**src/rtl/mem_port_arbiter.sv**
```systemverilog
// mem_port_arbiter: shares one single-port memory between instruction fetch
// and load/store data access. Arbitration happens only in IDLE. Data
// normally wins over fetch, and at most one memory access is in flight.
// Every memory-side output, ack and read-data port comes from a register.
// Optional feature macro: ARB_STARVE_GUARD_EN. When it is defined, fetch is
// forced through after STARVE_MAX consecutive data grants made while fetch
// was waiting.
module mem_port_arbiter #(
  parameter int unsigned ADDR_W     = 32,
  parameter int unsigned DATA_W     = 32,
  parameter int unsigned STARVE_MAX = 4
) (
  input  logic              clk,
  input  logic              rst,
  input  logic              if_req,
  input  logic [ADDR_W-1:0] if_addr,
  output logic              if_ack,
  output logic [DATA_W-1:0] if_rdata,
  input  logic              d_req,
  input  logic              d_we,
  input  logic [ADDR_W-1:0] d_addr,
  input  logic [DATA_W-1:0] d_wdata,
  output logic              d_ack,
  output logic [DATA_W-1:0] d_rdata,
  output logic              mem_req,
  output logic              mem_we,
  output logic [ADDR_W-1:0] mem_addr,
  output logic [DATA_W-1:0] mem_wdata,
  input  logic [DATA_W-1:0] mem_rdata,
  input  logic              mem_ready
);

  typedef enum logic [2:0] {
    IDLE   = 3'd0,
    BUSY_I = 3'd1,
    BUSY_D = 3'd2,
    ACK_I  = 3'd3,
    ACK_D  = 3'd4
  } state_e;

  state_e              state_q, state_d;
  logic                mem_req_q, mem_req_d;
  logic                mem_we_q, mem_we_d;
  logic [ADDR_W-1:0]   mem_addr_q, mem_addr_d;
  logic [DATA_W-1:0]   mem_wdata_q, mem_wdata_d;
  logic                if_ack_q, if_ack_d;
  logic                d_ack_q, d_ack_d;
  logic [DATA_W-1:0]   if_rdata_q, if_rdata_d;
  logic [DATA_W-1:0]   d_rdata_q, d_rdata_d;

  logic                fetch_turn;
  logic                grant_d;
  logic                grant_i;

`ifdef ARB_STARVE_GUARD_EN
  localparam int unsigned CNT_W =
    ($clog2(STARVE_MAX + 1) > 3) ? $clog2(STARVE_MAX + 1) : 3;

  logic [CNT_W-1:0] starve_q, starve_d;

  assign fetch_turn = if_req && (starve_q == CNT_W'(STARVE_MAX));

  // Count consecutive data grants taken while fetch is waiting.
  always_comb begin
    starve_d = starve_q;
    if (state_q == IDLE) begin
      if (grant_d) begin
        starve_d = if_req ? starve_q + 1'b1 : '0;
      end else if (grant_i) begin
        starve_d = '0;
      end
    end
  end

  // Starvation counter register.
  always_ff @(posedge clk) begin
    if (rst) starve_q <= '0;
    else     starve_q <= starve_d;
  end
`else
  assign fetch_turn = 1'b0;
`endif

  assign grant_d = d_req && !fetch_turn;
  assign grant_i = if_req && !grant_d;

  // Next-state and registered-output logic: grant in IDLE, hold while busy,
  // capture read data and raise the ack on mem_ready.
  always_comb begin
    state_d     = state_q;
    mem_req_d   = mem_req_q;
    mem_we_d    = mem_we_q;
    mem_addr_d  = mem_addr_q;
    mem_wdata_d = mem_wdata_q;
    if_ack_d    = 1'b0;
    d_ack_d     = 1'b0;
    if_rdata_d  = if_rdata_q;
    d_rdata_d   = d_rdata_q;
    case (state_q)
      IDLE: begin
        if (grant_d) begin
          mem_req_d   = 1'b1;
          mem_we_d    = d_we;
          mem_addr_d  = d_addr;
          mem_wdata_d = d_wdata;
          state_d     = BUSY_D;
        end else if (grant_i) begin
          mem_req_d  = 1'b1;
          mem_we_d   = 1'b0;
          mem_addr_d = if_addr;
          state_d    = BUSY_I;
        end
      end
      BUSY_I: begin
        if (mem_ready) begin
          mem_req_d  = 1'b0;
          mem_we_d   = 1'b0;
          if_rdata_d = mem_rdata;
          if_ack_d   = 1'b1;
          state_d    = ACK_I;
        end
      end
      BUSY_D: begin
        if (mem_ready) begin
          mem_req_d = 1'b0;
          mem_we_d  = 1'b0;
          if (!mem_we_q) d_rdata_d = mem_rdata;
          d_ack_d   = 1'b1;
          state_d   = ACK_D;
        end
      end
      ACK_I, ACK_D: state_d = IDLE;
      default:      state_d = IDLE;
    endcase
  end

  // State and output registers with synchronous reset.
  always_ff @(posedge clk) begin
    if (rst) begin
      state_q     <= IDLE;
      mem_req_q   <= 1'b0;
      mem_we_q    <= 1'b0;
      mem_addr_q  <= '0;
      mem_wdata_q <= '0;
      if_ack_q    <= 1'b0;
      d_ack_q     <= 1'b0;
      if_rdata_q  <= '0;
      d_rdata_q   <= '0;
    end else begin
      state_q     <= state_d;
      mem_req_q   <= mem_req_d;
      mem_we_q    <= mem_we_d;
      mem_addr_q  <= mem_addr_d;
      mem_wdata_q <= mem_wdata_d;
      if_ack_q    <= if_ack_d;
      d_ack_q     <= d_ack_d;
      if_rdata_q  <= if_rdata_d;
      d_rdata_q   <= d_rdata_d;
    end
  end

  assign mem_req   = mem_req_q;
  assign mem_we    = mem_we_q;
  assign mem_addr  = mem_addr_q;
  assign mem_wdata = mem_wdata_q;
  assign if_ack    = if_ack_q;
  assign d_ack     = d_ack_q;
  assign if_rdata  = if_rdata_q;
  assign d_rdata   = d_rdata_q;

endmodule

```
**config.mk**
```make
export PLATFORM = sky130hd
export DESIGN_NAME = mem_port_arbiter
export DESIGN_NICKNAME = d
export VERILOG_FILES = /design/src/rtl/mem_port_arbiter.sv
export SDC_FILE = /design/constraint.sdc
export NUM_CORES = 1
export LEC_CHECK = 0
export CORE_UTILIZATION = 25
export CTS_CLUSTER_DIAMETER = 60
export DETAILED_ROUTE_END_ITERATION = 7
export SLEW_MARGIN = 20
export SYNTH_ARGS = -nofsm -noshare
export SYNTH_HDL_FRONTEND = slang
export SYNTH_SLANG_ARGS = --single-unit
export TNS_END_PERCENT = 10
```
**constraint.sdc**
```tcl
create_clock -name clk -period 4.6 [get_ports clk]
set_input_delay 0.46 -clock clk [delete_from_list [all_inputs] [get_ports clk]]
set_output_delay 0.46 -clock clk [all_outputs]
set_load 0.02 [all_outputs]
```
After elaboration in Yosys (flattened, before gate mapping)
Index checks and enable logic that the tools add are counted.
Widths: inputs -> output; s select.
{"block": "totals", "ff_bits": 135, "inputBits": 134, "out_inout_bits": 132, "word_cells": 47}
{"block": "op_classes", "n_eq_ne": 6, "n_mux": 15, "bitwise": 3, "reduce_logical": 14}
{"operator": "$mux 32", "n": 2}
{"operator": "$mux 3", "n": 4}
{"operator": "$pmux 3 s3", "n": 1}
{"operator": "$reduce_and 3->1", "n": 3}
{"operator": "$mux 1", "n": 6}
{"operator": "$reduce_and 2->1", "n": 3}
{"operator": "$reduce_or 2->1", "n": 3}
{"operator": "$ne 2x2->1 const B", "n": 2}
{"operator": "$pmux 1 s2", "n": 2}
{"operator": "$reduce_bool 2->1", "n": 2}
{"operator": "$eq 3x1->1 const B", "n": 1}
{"operator": "$eq 3x2->1 const B", "n": 1}
{"operator": "$logic_not 3->1", "n": 1}
{"operator": "$ne 3x3->1 const B", "n": 1}
{"operator": "$not 1->1", "n": 3}
{"operator": "$ne 2x1->1 const B", "n": 1}
{"operator": "$logic_and 1x1->1", "n": 1}
{"operator": "$logic_not 1->1", "n": 1}

Longest topological paths before layout
Gate-level depths: netlist (run 1).
{"block": "logic_depth", "ltp_word": 5, "mapped_depth": 6}

Least setup slack after synthesis (run 1)
Ideal clock, no wire load.
{"block": "synth_timing", "path_kind": "in2reg", "start": "input port d_req", "end": "register mem_addr_q[0], in the netlist mem_addr[0]", "setup_time_ps": 86, "arrival_time_ps": 1398, "required_time_ps": 4514, "slack_ps": 3116, "cell_stages": 6, "path_buffers": 3, "path_cell_list": "or2_0 > clkbuf_1 > and2_1 > clkbuf_1 > buf_2 > a211oi_1"}
{"block": "synth_between", "elab_chain_cells": 4, "elab_cells_between_ends": 5, "cone_classes": "mux (1); reduce/logical (4)"}
{"item": "start: declaration", "line_no": "19", "rtl": "input logic d_req,"}
{"item": "$logic_not 1->1", "line_no": "85", "rtl": "assign grant_i = if_req && !grant_d;"}
{"item": "$logic_and 1x1->1", "line_no": "85"}
{"item": "$reduce_bool 2->1 (no line)"}
{"item": "$reduce_and 2->1 (no line)"}
{"item": "end signal: assignment", "line_no": "153", "rtl": "mem_addr_q <= mem_addr_d;"}
{"item": "end: declaration", "line_no": "44", "rtl": "logic [ADDR_W-1:0] mem_addr_q, mem_addr_d;"}
Parallel ways exist; a longest one is shown, timed or not.
A chain may end at the register's enable or synchronous reset.

Final worst setup path (run 1)
{"block": "layout_timing", "start": "register mem_we_q, in the netlist mem_we", "end": "output port mem_we"}
{"item": "start: declaration", "line_no": "43", "rtl": "logic mem_we_q, mem_we_d;"}
{"item": "start signal: assignment", "line_no": "152", "rtl": "mem_we_q <= mem_we_d;"}
{"item": "end: declaration", "line_no": "26", "rtl": "output logic mem_we,"}
No word-level cell between the ends.

==> metrics.md, run 1 <==
| Metric | Value |
|---|---|
| CTS tree | done |
| Input/output buffers | 265 |
| Hold wc startpoint | mem_wdata[13]$_SDFFE_PP0P_ |
| Worst-path clk slew | 0.06 ns |
| Max Fclk | 456 MHz |
| Reg2Reg Depth | 4 |
| Comb pwr share | 0.200 |
| DP HPWL | 11200 um |
| Antenna violations before repair | 0 |
| Register bit total from synthesis | 135 |
| Wire length on met1 | 7390 um |
| Mapped Nets | 744 |
| Met3 wire len | 1170 um |
| Internal power | 2.39 mW |
| Vias per cell | 4.60 |
| CP Capture Type | output pin |
| Initial Util | 0.257 |
| Setup bufs post-CTS | 0 |
| Die width | 147 um |
| Total number of vias | 5184 |
| Critical Path RT | 4.14 ns |
| Worst reg-to-reg setup slack | 2.54 ns |
| GR Util All Layers | 0.158 |
| PnR Total Power | 3.27 mW |
| Share of cells above drive strength 1 | 0.0537 |
| # setup viols final | 0 |
| Most numerous cell in the Yosys netlist | dfxtp_1 |
| Largest net degree at the start of global routing | 49 |
| Layout fillers | 2060 |
| Pre-CTS WS | 2.12 ns |
| RSZ-0062 raised after global routing | false |
| Post-Syn Area per Cell | 8.57 um2 |
| Max stage delay on crit path | 0.70 ns |
| CP cell instances | clkdlybuf4s50_1 |
| Sequential area share after synthesis | 0.517 |
| Cell family with most CP delay | buffers and inverters |
| Number of top-level pins | 266 |
| Num rows | 52 |
| First-pass GRT wire length | 26900 um |
| H-Tree Depth | 4 |
| Max layer used | met4 |
| Die Y | 147 um |
| Clock power share | 0.401 |
| FF-to-FF End | if_rdata[3]$_SDFFE_PP0P_ |
| Final worst-path cycle share | 0.476 |
| Largest cells by area after synthesis | dfxtp_1 52%, a21oi_1 12%, nand2_1 9.3% |
| Worst slew margin relative to its limit | 0.283 |
| Fin. max-slew vios | 0 |
| Final ANT Viol Nets | 0 |
| Max Cap Viol | 0 |
| CP arrival | 1.73 ns |
| Worst Setup Start Kind | register |
| Synthesized netlist cell count | 610 |
| Sw Ratio | 0.271 |
| Leak | 3.04 nW |
| Syn-to-layout area delta | 64.0% |
| Status | finished, final reports clean |
| Wirelength per Cell | 15.0 um |
| Setup ws final | 2.41 ns |
| Post-synth EDFFs | 0 |
| Cts hold-fix bufs | 0 |
| Post-route DRC violation count | 0 |
| WS Path Type | register to output pin |
| Met2 wire len | 7990 um |
| Seq pwr share | 0.399 |
| Die area | 21500 um2 |
| Core Box Area | 20400 um2 |
| Synth Warn # | 0 |
| Post-layout nets | 978 |
| CTS resizes | 0 |
| Predominant post-synthesis flop cell | dfxtp_1 |
| Synth cell count leaders | 135 x dfxtp_1, 130 x a21oi_1, 130 x nand2_1 |
| Min cycle time layout | 2.19 ns |
| Leading area contributor after synthesis | dfxtp_1 |
| Drt initial violations | 277 |
| TNS Setup | 0 ns |
| Root buffer cell | clkbuf_16 |
| Worst Hold Depth | 2 |
| Worst Hold Class | register to register |
| Post-synth cell types | 31 |
| Mapped cell area | 5230 um2 |
| Initial DRT Pass Iterations | 4 |
| Final Hold Viols | 0 |
| WHS Endpoint | mem_wdata[13]$_SDFFE_PP0P_ |
| Worst r2r src | state_q[0]$_SDFFE_PP0P_ |
| Final wirelength | 16900 um |
| Share of the synthesized area in the top cell type | 0.517 |
| Total CTS buffers | 17 |
| P_sw | 0.885 mW |
| Gr ovfl total | 0 |
| Clk_skew | 0.0120 ns |
| Clk sinks | 135 |
| Final RePlAce weighted congestion | 0.747 |
| Worst IR Drop VDD | 0.000206 V |
| Crit-path max FO | 13 |
| Fraction of registers with async set or reset after synthesis | 0 |
| Via count of the first global-routing pass | 5012 |
| CP max-delay cell | clkdlybuf4s50_1 |
| Clk buf depth | 2 |
| Worst-Skew Late Latency | 0.42 ns |
| Tightest Pin Transition | 1.07 ns |
| Antenna Cells | 0 |
| Worst Path Buf+Inv | 1 |
| PwrDens | 381 nW/um2 |
==> area by class of cell <==
cell class                      instances  area, um2  share of cell area
Timing Repair Buffer                  276       2730               0.318
Tap cell                              270        338              0.0394
Sequential cell                       135       2700               0.315
Clock buffer                           23        458              0.0534
Multi-Input combinational cell        411       2240               0.261
Inverter                                3       11.3             0.00131
Clock inverter                          9        101              0.0118
==> how the worst max path moves through the flow <==
| stage | start | end | slack (ns) | cells past startpoint |
|---|---|---|---|---|
| finish | mem_we$_SDFFE_PP0P_ | mem_we | 2.41 | 1 |
| detailed placement | mem_ready | if_rdata[3]$_SDFFE_PP0P_ | 2.12 | 5 |
| global route | state_q[0]$_SDFFE_PP0P_ | if_rdata[1]$_SDFFE_PP0P_ | 2.30 | 4 |
| CTS | mem_we$_SDFFE_PP0P_ | mem_we | 2.38 | 1 |
| global placement | mem_ready | if_rdata[4]$_SDFFE_PP0P_ | 2.13 | 5 |
| floorplan | d_req | mem_addr[0]$_SDFFE_PP0P_ | 3.12 | 6 |
==> per-layer routing <==
layer / global-route usage / up-vias
met5: 0 / -
met4: 0.0672 / 0
met3: 0.0472 / 23
met2: 0.254 / 194
met1: 0.196 / 2385
li1: - / 2582
==> power groups by stage <==
| stage | Combinational [mW] | Clock [mW] | Sequential, mW |
|---|---|---|---|
| floorplan | 0.234 | 0 | 1.42 |
| global placement | 0.661 | 0 | 1.33 |
| detailed placement | 0.661 | 0 | 1.33 |
| CTS | 0.663 | 1.35 | 1.31 |
| global route | 0.706 | 1.40 | 1.32 |
| finish | 0.654 | 1.31 | 1.31 |
==> registers in the layout, indices dropped and copies added (netlist names) <==
name / count
if_rdata: 32
mem_req: 1
mem_we: 1
d_ack: 1
if_ack: 1
mem_addr: 32
state_q: 3
mem_wdata: 32
d_rdata: 32
==> worst reg2reg max path: cells and delay by family (launching register included) <==
| kind | cells | cell delay [ns] |
|---|---|---|
| simple gates | 2 | 0.74 |
| flops | 1 | 0.65 |
| buf+inv | 1 | 0.46 |
| compound gates | 1 | 0.07 |
==> metrics by stage <==
step | hold WS, ns | util | instances | cell area (um2)
4_1_cts | 0.454 | 0.421 | 1127 | 8580
5_1_grt | 0.471 | 0.421 | 1127 | 8580
3_5_place_dp | 0.446 | 0.394 | 1095 | 8020
6_report | 0.451 | 0.421 | 1127 | 8580
2_1_floorplan | 0.527 | - | 610 | 5230
3_3_place_gp | 0.442 | 0.394 | 1095 | 8020
==> placed cells by master (no fill, tap or decap), types with 12 or more instances in the layout <==
master and n:
a211oi_1 32, clkdlybuf4s50_1 263, dfxtp_1 135, o21ai_0 32, clkbuf_16 17, a21oi_1 130, nand2_1 130, nand3_1 32
mux2i_1 33, buf_4 12
==> kinds of logic after synthesis <==
group,after synthesis,synth area share
compound gates,198,0.207
mux,34,0.0653
xor+xnor,1,0.00167
buf+inv,64,0.0589
flops,135,0.517
simple gates,178,0.150
No activity file was read; power rests on OpenSTA's default activity.
==> inputs of run 2 (changes only) <==
clock period = 1.9 ns   (was 4.6 ns; I/O delays follow)
==> run 2 against run 1 <==
  * Core utilization rose by 0.95 points
  * Critical path type unchanged
  * Die area unchanged
  * Register-to-register slack got worse by 2.3 ns
  * Combinational power grew to 2.5 times the previous value
  * Clock power increased to 2.5 times the previous value
  * Wire length fell by 0.56%
  * Sequential cell count stayed put
  * Worst hold slack got worse by 0.29 ns
  * Sequential power grew 140%
==> metrics.md, run 2 (synthesized netlist as in run 1, its figures left out) <==
| Metric | Value |
|---|---|
| Number of top-level pins | 266 (unchanged) |
| Tightest Pin Transition | 0.540 ns (was 1.07 ns) |
| Drt initial violations | 198 (was 277) |
| Crit-path max FO | 5 (was 13) |
| Antenna Cells | 0 (unchanged) |
| H-Tree Depth | 4 (unchanged) |
| Final RePlAce weighted congestion | 0.728 (was 0.747) |
| Min cycle time layout | 1.71 ns |
| Worst Hold Depth | 3 (was 2) |
| Antenna violations before repair | 0 (unchanged) |
| RSZ-0062 raised after global routing | false (unchanged) |
| Die width | 147 um (unchanged) |
| CP arrival | 1.52 ns (was 1.73 ns) |
| DP HPWL | 11400 um (was 11200 um) |
| Final wirelength | 16800 um (was 16900 um) |
| Final worst-path cycle share | 0.901 |
| Commonest non-fill, non-tap cells in the layout | 263 x clkdlybuf4s50_1, 135 x dfxtp_1, 130 x a21oi_1, 130 x nand2_1, 33 x mux2i_1 (unchanged) |
| CTS tree | done (unchanged) |
| Fin util | 0.431 (was 0.421) |
| Input/output buffers | 265 (unchanged) |
| Clk_skew | 0.00932 ns (was 0.0120 ns) |
| Total CTS buffers | 17 (unchanged) |
| Fin cells | 1138 (was 1127) |
| Worst Hold Class | input port to register (was register to register) |
| CP Capture Type | output pin (unchanged) |
| WHS | 0.159 ns (was 0.451 ns) |
| Status | finished, final reports clean (unchanged) |
| Worst reg-to-reg setup slack | 0.28 ns (was 2.54 ns) |
| Post-layout nets | 989 (was 978) |
| Final Hold Viols | 0 (unchanged) |
| Max Fclk | 584 MHz |
| Cts hold-fix bufs | 0 (unchanged) |
| Hold wc startpoint | d_req (was mem_wdata[13]$_SDFFE_PP0P_) |
| Core Box Area | 20400 um2 (unchanged) |
| Total number of vias | 5155 (was 5184) |
| Worst Setup Start Kind | register (unchanged) |
| Leak | 3.13 nW (was 3.04 nW) |
| Fin. max-slew vios | 0 (unchanged) |
| Initial Util | 0.257 (unchanged) |
| Worst-Skew Late Latency | 0.41 ns (was 0.42 ns) |
| Initial DRT Pass Iterations | 4 (unchanged) |
| First-pass GRT wire length | 27000 um (was 26900 um) |
| Post-route DRC violation count | 0 (unchanged) |
| Via count of the first global-routing pass | 5163 (was 5012) |
| Largest net degree at the start of global routing | 53 (was 49) |
| Syn-to-layout area delta | 67.8% (was 64.0%) |
| # setup viols final | 0 (unchanged) |
| Worst slew margin relative to its limit | 0.640 (was 0.283) |
| GR Util All Layers | 0.159 (was 0.158) |
| Vias per cell | 4.53 (was 4.60) |
| Most common cell after layout, fill and taps aside | clkdlybuf4s50_1 (unchanged) |
| WS Path Type | register to output pin (unchanged) |
| Cell family with most CP delay | buffers and inverters (unchanged) |
| CP cell instances | clkdlybuf4s50_1 (unchanged) |
| Layout fillers | 2045 (was 2060) |
| Max Cap Viol | 0 (unchanged) |
| TNS Setup | 0 ns (unchanged) |
| FF-to-FF End | d_rdata[22]$_SDFFE_PP0P_ (was if_rdata[3]$_SDFFE_PP0P_) |
| CTS resizes | 0 (unchanged) |
| DP Cell Count | 1106 (was 1095) |
| Worst r2r src | state_q[1]$_SDFFE_PP0P_ (was state_q[0]$_SDFFE_PP0P_) |
| Clk buf depth | 2 (unchanged) |
| Setup bufs post-CTS | 0 (unchanged) |
| Worst IR Drop VDD | 0.000514 V (was 0.000206 V) |
| Die area | 21500 um2 (unchanged) |
| PwrDens | 926 nW/um2 (was 381 nW/um2) |
| Max stage delay on crit path | 0.66 ns (was 0.70 ns) |
| Wirelength per Cell | 14.8 um (was 15.0 um) |
| Critical Path RT | 1.71 ns (was 4.14 ns) |
| Root buffer cell | clkbuf_16 (unchanged) |
| Reg2Reg Depth | 5 (was 4) |
| CP max-delay cell | clkdlybuf4s50_1 (unchanged) |
| PnR Total Power | 8.12 mW (was 3.27 mW) |
| Worst Path Buf+Inv | 1 (unchanged) |
| Share of cells above drive strength 1 | 0.0703 (was 0.0537) |
| WHS Endpoint | mem_we$_SDFFE_PP0P_ (was mem_wdata[13]$_SDFFE_PP0P_) |
| Gr ovfl total | 0 (unchanged) |
| Final ANT Viol Nets | 0 (unchanged) |
| Die Y | 147 um (unchanged) |
| Num rows | 52 (unchanged) |
| Worst-path clk slew | 0.05 ns (was 0.06 ns) |
| Clk sinks | 135 (unchanged) |
-- run 2: power by group --
group | switching, mW | internal, mW
combinational | 0.817 | 0.827
sequential | 0.111 | 3.03
clock | 1.32 | 2.02
-- run 2: per-layer routing --
layer  wire, um  share of wire  vias to the layer above  global-route usage
li1           -              -                     2611                   -
met1       7210           0.43                     2351               0.191
met2       8090           0.48                      173               0.265
met3       1190          0.071                       20              0.0475
met4        322          0.019                        0              0.0609
met5          0              0                        -                   0
-- run 2: metrics by stage --
step                      setup WS, ns  instance area, um2
final                            0.189                8770
after global routing             0.106                8770
after CTS                        0.139                8770
after detailed placement         0.165                8180
after global placement           0.244                8180
after floorplan                  0.440                5230
-- run 2: worst max path at each step --
stage,from,cells after the start,endpoint
floorplan,state_q[2]$_SDFFE_PP0P_,6,mem_wdata[24]$_SDFFE_PP0P_
global placement,mem_ready,5,if_rdata[28]$_SDFFE_PP0P_
detailed placement,mem_ready,5,if_rdata[15]$_SDFFE_PP0P_
CTS,mem_we$_SDFFE_PP0P_,1,mem_we
global route,mem_we$_SDFFE_PP0P_,1,mem_we
finish,mem_we$_SDFFE_PP0P_,1,mem_we
-- run 2: cell type report --
type / count / area (um2) / area share
well taps: 270 / 338 / 0.0385
clock buffers: 19 / 453 / 0.0516
flip-flops and latches: 135 / 2700 / 0.308
multi-input cells: 411 / 2240 / 0.255
repair buffers: 287 / 2890 / 0.329
inverters: 3 / 11.3 / 0.00128
clock inverters: 13 / 143 / 0.0163
==> inputs of run 3 (changes only) <==
clock period = 1.4 ns   (was 1.9 ns; I/O delays follow)
==> run 3 against run 2 <==
  * Die area is the same
  * Wire length rose by 6.2%
  * Global-route usage up 0.31 points
  * Register-to-register slack worse by 0.25 ns
  * Cell count rose by 1.1%
  * First-iteration DRC count increased by 25%
  * Setup slack lost 0.16 ns
  * Clock skew fell by 0.0018 ns
  * Final area grew 2.2%
==> metrics.md, run 3 (synthesized netlist as in run 1, its figures left out) <==
| Metric | Value |
|---|---|
| Status | finished, final reports clean (unchanged) |
| Clk sinks | 135 (unchanged) |
| GR Util All Layers | 0.162 (was 0.159) |
| Gr ovfl total | 0 (unchanged) |
| Initial DRT Pass Iterations | 4 (unchanged) |
| Critical Path RT | 1.73 ns (was 1.71 ns) |
| Largest net degree at the start of global routing | 44 (was 53) |
| Worst IR Drop VDD | 0.000721 V (was 0.000514 V) |
| Wirelength per Cell | 15.5 um (was 14.8 um) |
| WS Path Type | register to register (was register to output pin) |
| Die Y | 147 um (unchanged) |
| Antenna violations before repair | 0 (unchanged) |
| Final Hold Viols | 0 (unchanged) |
| Max Cap Viol | 0 (unchanged) |
| H-Tree Depth | 4 (unchanged) |
| Min cycle time layout | 1.37 ns |
| CP arrival | 1.70 ns (was 1.52 ns) |
| Tightest Pin Transition | 0.333 ns (was 0.540 ns) |
| Final ANT Viol Nets | 0 (unchanged) |
| FF-to-FF End | d_rdata[0]$_SDFFE_PP0P_ (was d_rdata[22]$_SDFFE_PP0P_) |
| Hold wc startpoint | d_req (unchanged) |
| Worst slew margin relative to its limit | 0.778 (was 0.640) |
| Worst r2r src | state_q[2]$_SDFFE_PP0P_ (was state_q[1]$_SDFFE_PP0P_) |
| Max Fclk | 729 MHz |
| TNS Setup | 0 ns (unchanged) |
| Fin util | 0.440 (was 0.431) |
| CP Capture Type | register (was output pin) |
| Number of top-level pins | 266 (unchanged) |
| Worst-path clk slew | 0.06 ns (was 0.05 ns) |
| Crit-path max FO | 16 (was 5) |
| Clk_skew | 0.00757 ns (was 0.00932 ns) |
| Worst Hold Class | input port to register (unchanged) |
| CTS tree | done (unchanged) |
| First-pass GRT wire length | 27700 um (was 27000 um) |
| WHS Endpoint | mem_we$_SDFFE_PP0P_ (unchanged) |
| Total number of vias | 5260 (was 5155) |
| Via count of the first global-routing pass | 5142 (was 5163) |
| Finished Cell Area | 8960 um2 (was 8770 um2) |
| Share of cells above drive strength 1 | 0.101 (was 0.0703) |
| Worst-Skew Late Latency | 0.41 ns (about the same) |
| Die area | 21500 um2 (unchanged) |
| Reg2Reg Depth | 5 (unchanged) |
| Final RePlAce weighted congestion | 0.730 (was 0.728) |
| Antenna Cells | 0 (unchanged) |
| Placed cell areas | 8320 um2 (was 8180 um2) |
| Num rows | 52 (unchanged) |
| Commonest non-fill, non-tap cells in the layout | 132 x dfxtp_1, 132 x dlygate4sd2_1, 131 x clkdlybuf4s50_1 (was 263 x clkdlybuf4s50_1, 135 x dfxtp_1, 130 x a21oi_1, 130 x nand2_1, 33 x mux2i_1) |
| Total CTS buffers | 17 (unchanged) |
| Leak | 3.82 nW (was 3.13 nW) |
| Fin. max-slew vios | 0 (unchanged) |
| DP HPWL | 11800 um (was 11400 um) |
| Drt initial violations | 247 (was 198) |
| Post-route DRC violation count | 0 (unchanged) |
| Worst Setup Start Kind | register (unchanged) |
| # setup viols final | 0 (unchanged) |
| RSZ-0062 raised after global routing | true (was false) |
| Syn-to-layout area delta | 71.4% (was 67.8%) |
| PwrDens | 1240 nW/um2 (was 926 nW/um2) |
| Worst Hold Depth | 4 (was 3) |
| Worst reg-to-reg setup slack | 0.03 ns (was 0.28 ns) |
| Core Box Area | 20400 um2 (unchanged) |
| Clk buf depth | 2 (unchanged) |
| Final wirelength | 17900 um (was 16800 um) |
| Input/output buffers | 265 (unchanged) |
| Root buffer cell | clkbuf_16 (unchanged) |
| Post-layout nets | 1002 (was 989) |
| Die width | 147 um (unchanged) |
| Initial Util | 0.257 (unchanged) |
| Vias per cell | 4.57 (was 4.53) |
| Final worst-path cycle share | 0.979 |
## run 3: layer usage
layer	share of wire	wire [um]	GRT usage
met4	0.019	334	0.0521
met5	0	0	0
met2	0.48	8610	0.273
met1	0.43	7630	0.191
met3	0.072	1290	0.0575
## run 3: worst max-delay path: stages, from the launching register on
cell and delay (ns):
dfxtp_4 0.38, buf_4 0.15, and4bb_4 0.36, buf_12 0.17
nand3_1 0.09, a21oi_1 0.14
## run 3: power by group
group          internal [mW]  total, mW  switching [mW]
registers               4.12       4.25           0.131
clock network           2.86       4.64            1.78
logic                   1.06       2.23            1.18
## run 3: how the worst max path moves through the flow
stage	endpoint	depth (start not counted)	slack, ns	startpoint
after floorplan	mem_wdata[24]$_SDFFE_PP0P_	6	-0.008	state_q[2]$_SDFFE_PP0P_
after global placement	if_rdata[18]$_SDFFE_PP0P_	5	-0.20	mem_ready
after detailed placement	if_rdata[4]$_SDFFE_PP0P_	5	-0.24	mem_ready
after CTS	mem_wdata[10]$_SDFFE_PP0P_	4	-0.001	state_q[0]$_SDFFE_PP0P_
after global routing	mem_addr[26]$_SDFFE_PP0P_	5	-0.04	state_q[0]$_SDFFE_PP0P_
final	d_rdata[0]$_SDFFE_PP0P_	5	0.03	state_q[2]$_SDFFE_PP0P_
## run 3: final cells by class
class	count	area, um2
clock buffer	18	439
multi-input combinational	411	2310
timing repair buffer	300	2990
fill	2034	11400
inverter	3	11.3
clock inverter	14	173
tap	270	338
sequential	135	2710
## run 3: timing repair
action | in CTS | in global routing
setup endpoints to repair | 134 | 130
hold buffers | 1 | 0
pin swaps | 0 | 2
buffers inserted | 0 | 1
cloned | 0 | 4
hold endpoints to repair | 2 | 0
gates resized for setup | 132 | 45
## run 3: stage by stage
| step | instances | hold slack, ns | total power [mW] | setup slack [ns] |
|---|---|---|---|---|
| 3_3_place_gp | 1113 | 0.411 | 6.68 | -0.201 |
| 5_1_grt | 1151 | 0.222 | 11.7 | -0.0393 |
| 3_5_place_dp | 1113 | 0.414 | 6.70 | -0.245 |
| 2_1_floorplan | 610 | 0.276 | 5.43 | -0.00756 |
| 6_report | 1151 | 0.222 | 11.1 | 0.0288 |
| 4_1_cts | 1146 | 0.208 | 11.2 | -0.000987 |
